===== config.mk =====
export PLATFORM = sky130hd
export DESIGN_NAME = vga_line_fetch
export DESIGN_NICKNAME = d
export VERILOG_FILES = /design/src/rtl/vga_line_fetch.sv
export SDC_FILE = /design/constraint.sdc
export NUM_CORES = 2
export LEC_CHECK = 0
export CAP_MARGIN = 20
export CORE_MARGIN = 10
export CORE_UTILIZATION = 42
export CTS_BUF_LIST = sky130_fd_sc_hd__clkbuf_4
export CTS_CLUSTER_DIAMETER = 120
export CTS_CLUSTER_SIZE = 28
export DETAILED_ROUTE_END_ITERATION = 7
export SYNTH_ARGS = -nofsm -noshare
export SYNTH_HDL_FRONTEND = slang
export SYNTH_SLANG_ARGS = --single-unit

===== constraint.sdc =====
create_clock -name clk -period 4.1 [get_ports clk]
set_input_delay 1.23 -clock clk [delete_from_list [all_inputs] [get_ports clk]]
set_output_delay 1.23 -clock clk [all_outputs]
set_load 0.01 [all_outputs]

===== src/rtl/vga_line_fetch.sv =====
// Scanline prefetcher for the 1-bpp display: fills ping-pong line buffers over a
// 32-bit read bus and serves registered byte reads from the front buffer.
module vga_line_fetch #(
  parameter int C_bytes_per_line = 80,
  parameter int C_lines          = 480
) (
  input  logic        clk,
  input  logic        reset,
  input  logic        enable,
  input  logic [31:0] frame_base,
  input  logic        vga_hsync,
  input  logic        vga_vsync,
  input  logic [15:0] dispAddr,
  output logic [7:0]  dispData,
  output logic        bus_strobe,
  output logic [29:0] bus_addr,
  input  logic        bus_ack,
  input  logic [31:0] bus_data,
  output logic        fetch_busy,
  output logic        underrun
);

  localparam int          WORDS       = C_bytes_per_line / 4;
  localparam int          WA          = (WORDS > 1) ? $clog2(WORDS) : 1;
  localparam logic [31:0] LINE_BYTES  = 32'(C_bytes_per_line);
  localparam logic [31:0] FRAME_BYTES = 32'(C_bytes_per_line * C_lines);

  localparam logic [1:0] S_IDLE = 2'd0;
  localparam logic [1:0] S_REQ  = 2'd1;
  localparam logic [1:0] S_DONE = 2'd2;

  logic [31:0]   buf0 [WORDS];
  logic [31:0]   buf1 [WORDS];

  logic          hsync_p1, vsync_p1;
  logic          front_sel, first, complete;
  logic [15:0]   line_base;
  logic [1:0]    state;
  logic [WA-1:0] w;
  logic          tgt_sel;
  logic          pend, pend_sel;
  logic [29:0]   pend_addr;

  logic          hs_rise, vs_rise, swap, start_req, start_sel;
  logic [31:0]   base_byte, nxt_byte, start_byte;
  logic          ack, last, wr_en;
  logic [15:0]   rd_idx;
  logic [WA-1:0] rd_widx;
  logic [31:0]   rd_word;
  logic [7:0]    rd_byte;
  logic [3:0]    unused_bits;

  assign bus_strobe  = (state == S_REQ);
  assign fetch_busy  = (state == S_REQ);
  assign unused_bits = {frame_base[1:0], start_byte[1:0]};

  // A vsync edge overrides a coincident hsync edge; the start target is the
  // buffer that will be "back" after this cycle's swap (if any).
  always_comb begin
    hs_rise    = vga_hsync & ~hsync_p1;
    vs_rise    = vga_vsync & ~vsync_p1;
    swap       = hs_rise & ~vs_rise & (first | (dispAddr != line_base));
    base_byte  = {frame_base[31:2], 2'b00};
    nxt_byte   = {16'd0, dispAddr} + LINE_BYTES;
    start_req  = 1'b0;
    start_byte = base_byte;
    start_sel  = ~front_sel;
    if (vs_rise) begin
      start_req = enable;
    end else if (swap) begin
      start_req  = enable && (nxt_byte < FRAME_BYTES);
      start_byte = base_byte + nxt_byte;
      start_sel  = front_sel;
    end
    ack   = (state == S_REQ) & bus_ack;
    last  = (w == WA'(WORDS - 1));
    wr_en = ack & ~pend & ~start_req;
  end

  always_ff @(posedge clk or posedge reset) begin
    if (reset) begin
      hsync_p1  <= 1'b0;
      vsync_p1  <= 1'b0;
      front_sel <= 1'b0;
      line_base <= 16'd0;
      first     <= 1'b1;
      complete  <= 1'b0;
      underrun  <= 1'b0;
      state     <= S_IDLE;
      w         <= '0;
      bus_addr  <= 30'd0;
      tgt_sel   <= 1'b1;
      pend      <= 1'b0;
      pend_sel  <= 1'b0;
      pend_addr <= 30'd0;
    end else begin
      hsync_p1 <= vga_hsync;
      vsync_p1 <= vga_vsync;

      if (vs_rise) begin
        first     <= 1'b1;
        line_base <= 16'd0;
      end else if (swap) begin
        front_sel <= ~front_sel;
        line_base <= dispAddr;
        first     <= 1'b0;
        if ((state == S_REQ) || !complete)
          underrun <= 1'b1;
      end

      if (start_req)
        complete <= 1'b0;
      else if (wr_en && last)
        complete <= 1'b1;

      // The strobe is never withdrawn mid-word: a restart during REQ waits for
      // the ack, discards that word and reissues on the next cycle.
      case (state)
        S_REQ: begin
          if (start_req) begin
            if (bus_ack) begin
              w        <= '0;
              bus_addr <= start_byte[31:2];
              tgt_sel  <= start_sel;
              pend     <= 1'b0;
            end else begin
              pend      <= 1'b1;
              pend_addr <= start_byte[31:2];
              pend_sel  <= start_sel;
            end
          end else if (bus_ack) begin
            if (pend) begin
              w        <= '0;
              bus_addr <= pend_addr;
              tgt_sel  <= pend_sel;
              pend     <= 1'b0;
            end else begin
              w        <= w + 1'b1;
              bus_addr <= bus_addr + 30'd1;
              if (last)
                state <= S_DONE;
            end
          end
        end
        default: begin
          if (start_req) begin
            state    <= S_REQ;
            w        <= '0;
            bus_addr <= start_byte[31:2];
            tgt_sel  <= start_sel;
          end else begin
            state <= S_IDLE;
          end
        end
      endcase
    end
  end

  // Line buffer write stage
  always_ff @(posedge clk) begin
    if (wr_en) begin
      if (tgt_sel)
        buf1[w] <= bus_data;
      else
        buf0[w] <= bus_data;
    end
  end

  always_comb begin
    rd_idx  = dispAddr - line_base;
    rd_widx = rd_idx[WA+1:2];
    rd_word = front_sel ? buf1[rd_widx] : buf0[rd_widx];
    rd_byte = rd_word[{rd_idx[1:0], 3'b000} +: 8];
  end

  // Display read stage
  always_ff @(posedge clk or posedge reset) begin
    if (reset)
      dispData <= 8'd0;
    else
      dispData <= (enable && ({16'd0, rd_idx} < LINE_BYTES)) ? rd_byte : 8'd0;
  end

endmodule

==> insert_results.sql <==
INSERT INTO impl_metrics (metric_group, metric, value, unit) VALUES
('status', 'status', 'complete, no violations', ''),
('floorplanning', 'die_x', '390', 'microns'),
('synth', 'number_of_synthesized_flops_with_an_enable_pin', '1280', ''),
('pwr', 'p_sw_share', '31.8', '%'),
('synth', 'postSynthCellCount', '3685', ''),
('layout', 'areaGrowthSynthToFinish', '16.9', '%'),
('flow_run', 'drv_cap', '0', ''),
('synth', 'library_cells_used_by_synthesis', '91', ''),
('synth', 'synth.top_cells.by_area', 'edfxtp_1 (67%), mux4_2 (6.5%), dfrtp_1 (4.3%)', ''),
('clock_network', 'cts.reportedPaths.clkPinSlew', '320', 'ps'),
('sta', 'setup-tns-final', '0', 'ps'),
('pwr', 'clock_power_share', '16.1', '%'),
('layout', 'area.sequential', '40900', 'sq um'),
('clock_network', 'postCtsHoldBufs', '0', ''),
('floorplanning', 'design.portCount', '127', ''),
('clock_network', 'cts.repair.resized', '0', ''),
('worst_setup_path', 'worstPathRequired', '2870', 'ps'),
('worst_setup_path', 'timing.critical_path.slowest_stage_cell', 'clkdlybuf4s50_1', ''),
('floorplanning', 'floorplan.die.height', '390', 'microns'),
('sta', 'final-max-slew-violation-count', '0', ''),
('floorplanning', 'start_util', '42.4', '%'),
('drt', 'remaining_drc_errors', '0', ''),
('layout', 'final_layout_size_suffix_gt1_share', '23.0', '%'),
('synth', 'postSynth.asyncResetShare', '7.25', '%'),
('layout', 'fillerInstances', '11500', ''),
('synth', 'syn_area_per_cell', '15.6', 'sq um'),
('sta', 'timing.clock.skew', '102', 'ps'),
('floorplanning', 'core-area', '136000', 'sq um'),
('synth', 'synth_area_leader_cell', 'edfxtp_1', ''),
('global_route', 'grt-ovfl-total', '0', ''),
('layout', 'fin_nets', '4360', ''),
('floorplanning', 'die_area', '152000', 'sq um'),
('pwr', 'power.internal', '0.0215', 'W'),
('worst_setup_path', 'cp_cell_sequence', 'nand2b_1 -> inv_1 -> clkdlybuf4s50_1', ''),
('drt', 'antenna_violating_nets_post_route', '0', ''),
('placed_design', 'place.detailed.hpwl', '111000', 'microns'),
('pwr', 'power_leakage', '22.7', 'nW'),
('worst_setup_path', 'endpoint_kind', 'primary output', ''),
('layout', 'multi_input_comb_area', '15700', 'sq um'),
('global_route', 'grt_first_pass_wirelength', '242000', 'microns'),
('drt', 'routed_wire_length_per_instance', '27.5', 'microns'),
('clock_network', 'number_of_cts_inserted_buffers', '56', ''),
('clock_network', 'clock_tree.root_cell', 'clkbuf_4', ''),
('sta', 'final-hold-violation-count', '0', ''),
('worst_setup_path', 'worstSetupStartpointType', 'register', ''),
('worst_setup_path', 'crit_path_start', 'state[1]', ''),
('drt', 'detailroute.via_count', '35600', ''),
('sta', 'relative_max_transition_margin', '46.1', '%'),
('synth', 'synth.cells.most_frequent', 'edfxtp_1 (1280), nand2_1 (444), nand3_1 (203)', ''),
('global_route', 'number_of_antenna_violations_at_the_first_check_in_global_routing', '8', ''),
('synth', 'cell_area_after_synthesis', '57600', 'sq um'),
('sta', 'layout_min_cycle_time', '3980', 'ps'),
('sta', 'timing.final.crit_share', '97.2', '%'),
('synth', 'yosys_warnings', '0', ''),
('worst_setup_path', 'cp.arrival', '2750', 'ps'),
('clock_network', 'clockBufferDepth', '3', ''),
('sta', 'rsz0062_at_grt', 'no', ''),
('drt', 'detail_route.wirelength', '166000', 'microns'),
('pwr', 'peak_supply_drop', '0.267', 'mV'),
('synth', 'yosys.cell_count.top_type', 'edfxtp_1', ''),
('synth', 'ys.flop_type', 'edfxtp_1', ''),
('sta', 'fmax', '251', 'MHz'),
('sta', 'finalSetupViolations', '0', ''),
('min_path', 'hp-class', 'in -> async', ''),
('clock_network', 'cts_setup_buffers', '0', ''),
('worst_setup_path', 'critical_path.max_fanout', '6', ''),
('floorplanning', 'placementRows', '135', ''),
('placed_design', 'dpl_worst_slack', '-918', 'ps'),
('synth', 'yosys_register_bits', '1380', ''),
('drt', 'detail_route.iter0.violations', '3889', ''),
('placed_design', 'place.gp.congestion', '0.853', '');
[layout by cell type (no fill, tap or decap), types with 8 or more instances in the layout]
cell                n
a21oi_1            97
buf_4             453
xor2_1             25
or3_1              10
buf_12            139
nor2_4             43
nand2_1           443
a22oi_1            12
nand2b_1           31
a211oi_1           34
xnor2_1            37
mux4_2            167
mux2_2             24
a31oi_1            35
o21ai_0           105
o22ai_1             9
nor2b_1            11
clkbuf_4           90
dfrtp_1            98
a211o_1            23
mux2i_1           135
edfxtp_1         1280
ha_1               33
inv_1              56
a32oi_1            74
nor3_1             33
o31ai_1            19
o211ai_1           22
and3_1             40
nand4_1            59
o2111ai_1          15
a21o_1             14
nand3_1           202
clkdlybuf4s50_1   124
nor2_1            113
and4_1              8
[state kept, by name, summed over array words and instances, names as in the netlist]
name / count
buf0: 640
buf1: 640
bus_addr: 30
pend_addr: 30
line_base: 16
dispData: 8
w: 5
state: 2
complete: 1
first: 1
front_sel: 1
hsync_p1: 1
pend: 1
pend_sel: 1
tgt_sel: 1
underrun: 1
vsync_p1: 1
[layer usage]
metal / vias up / global-route usage [%] / routed length (microns)
met3: 261 / 2.96 / 13100
met5: - / 0 / 41
met4: 6 / 6.20 / 5100
met2: 1493 / 33.9 / 77100
li1: 15500 / - / -
met1: 18400 / 30.7 / 71100
[path summary, 6_finish.rpt]
kind                                endpoint  slack, ps  cells after the start
worst max-delay path              fetch_busy        120                      3
worst min-delay path            pend_addr[9]        410                      2
worst max register to register   dispData[3]        510                     13
worst min register to register         first        540                      2
max in group asynchronous       bus_addr[20]       2780                      3
min in group clk                    hsync_p1        530                      1
[kinds of logic after synthesis]
kind of cell | synth area share (%)
flip-flops | 71.1
multiplexers | 9.35
AND/OR/NAND/NOR | 8.24
XOR/XNOR | 1.04
AO/OA/AOI/OAI | 6.94
adder cells (fa/ha/maj) | 0.873
buffers and inverters | 2.47
[through the flow]
step | util [%] | hold slack (ps) | instances | instance area [sq um] | total power [W]
floorplan | - | 473 | 3685 | 57900 | 0.0220
global placement | 49.0 | 488 | 5958 | 66600 | 0.0266
detailed placement | 49.0 | 496 | 5958 | 66600 | 0.0267
CTS | 49.6 | 340 | 6055 | 67300 | 0.0317
global route | 49.6 | 399 | 6058 | 67300 | 0.0328
finish | 49.6 | 408 | 6059 | 67300 | 0.0315
[power groups by stage]
| stage | Sequential [W] | Clock [W] | Combinational (W) |
|---|---|---|---|
| 5_1_grt | 0.0166 | 0.00561 | 0.0106 |
| 3_5_place_dp | 0.0169 | 0 | 0.00988 |
| 3_3_place_gp | 0.0168 | 0 | 0.00982 |
| 2_1_floorplan | 0.0168 | 0 | 0.00525 |
| 6_report | 0.0165 | 0.00509 | 0.00991 |
| 4_1_cts | 0.0165 | 0.00521 | 0.00992 |
[layout make-up]
class	count	area share, %
diodes	4	0.0149
clock inverters	7	0.150
multi-input cells	2023	23.4
repair buffers	716	11.0
inverters	58	0.331
well taps	1781	3.31
clock buffers	90	1.00
flip-flops and latches	1380	60.8
[critical path, delay by kind of cell (launching register included)]
family	cells	cell delay [ps]
flip-flops	1	420
AND/OR/NAND/NOR	1	140
buffers and inverters	2	1020
Power figures use the tool's default switching activity.
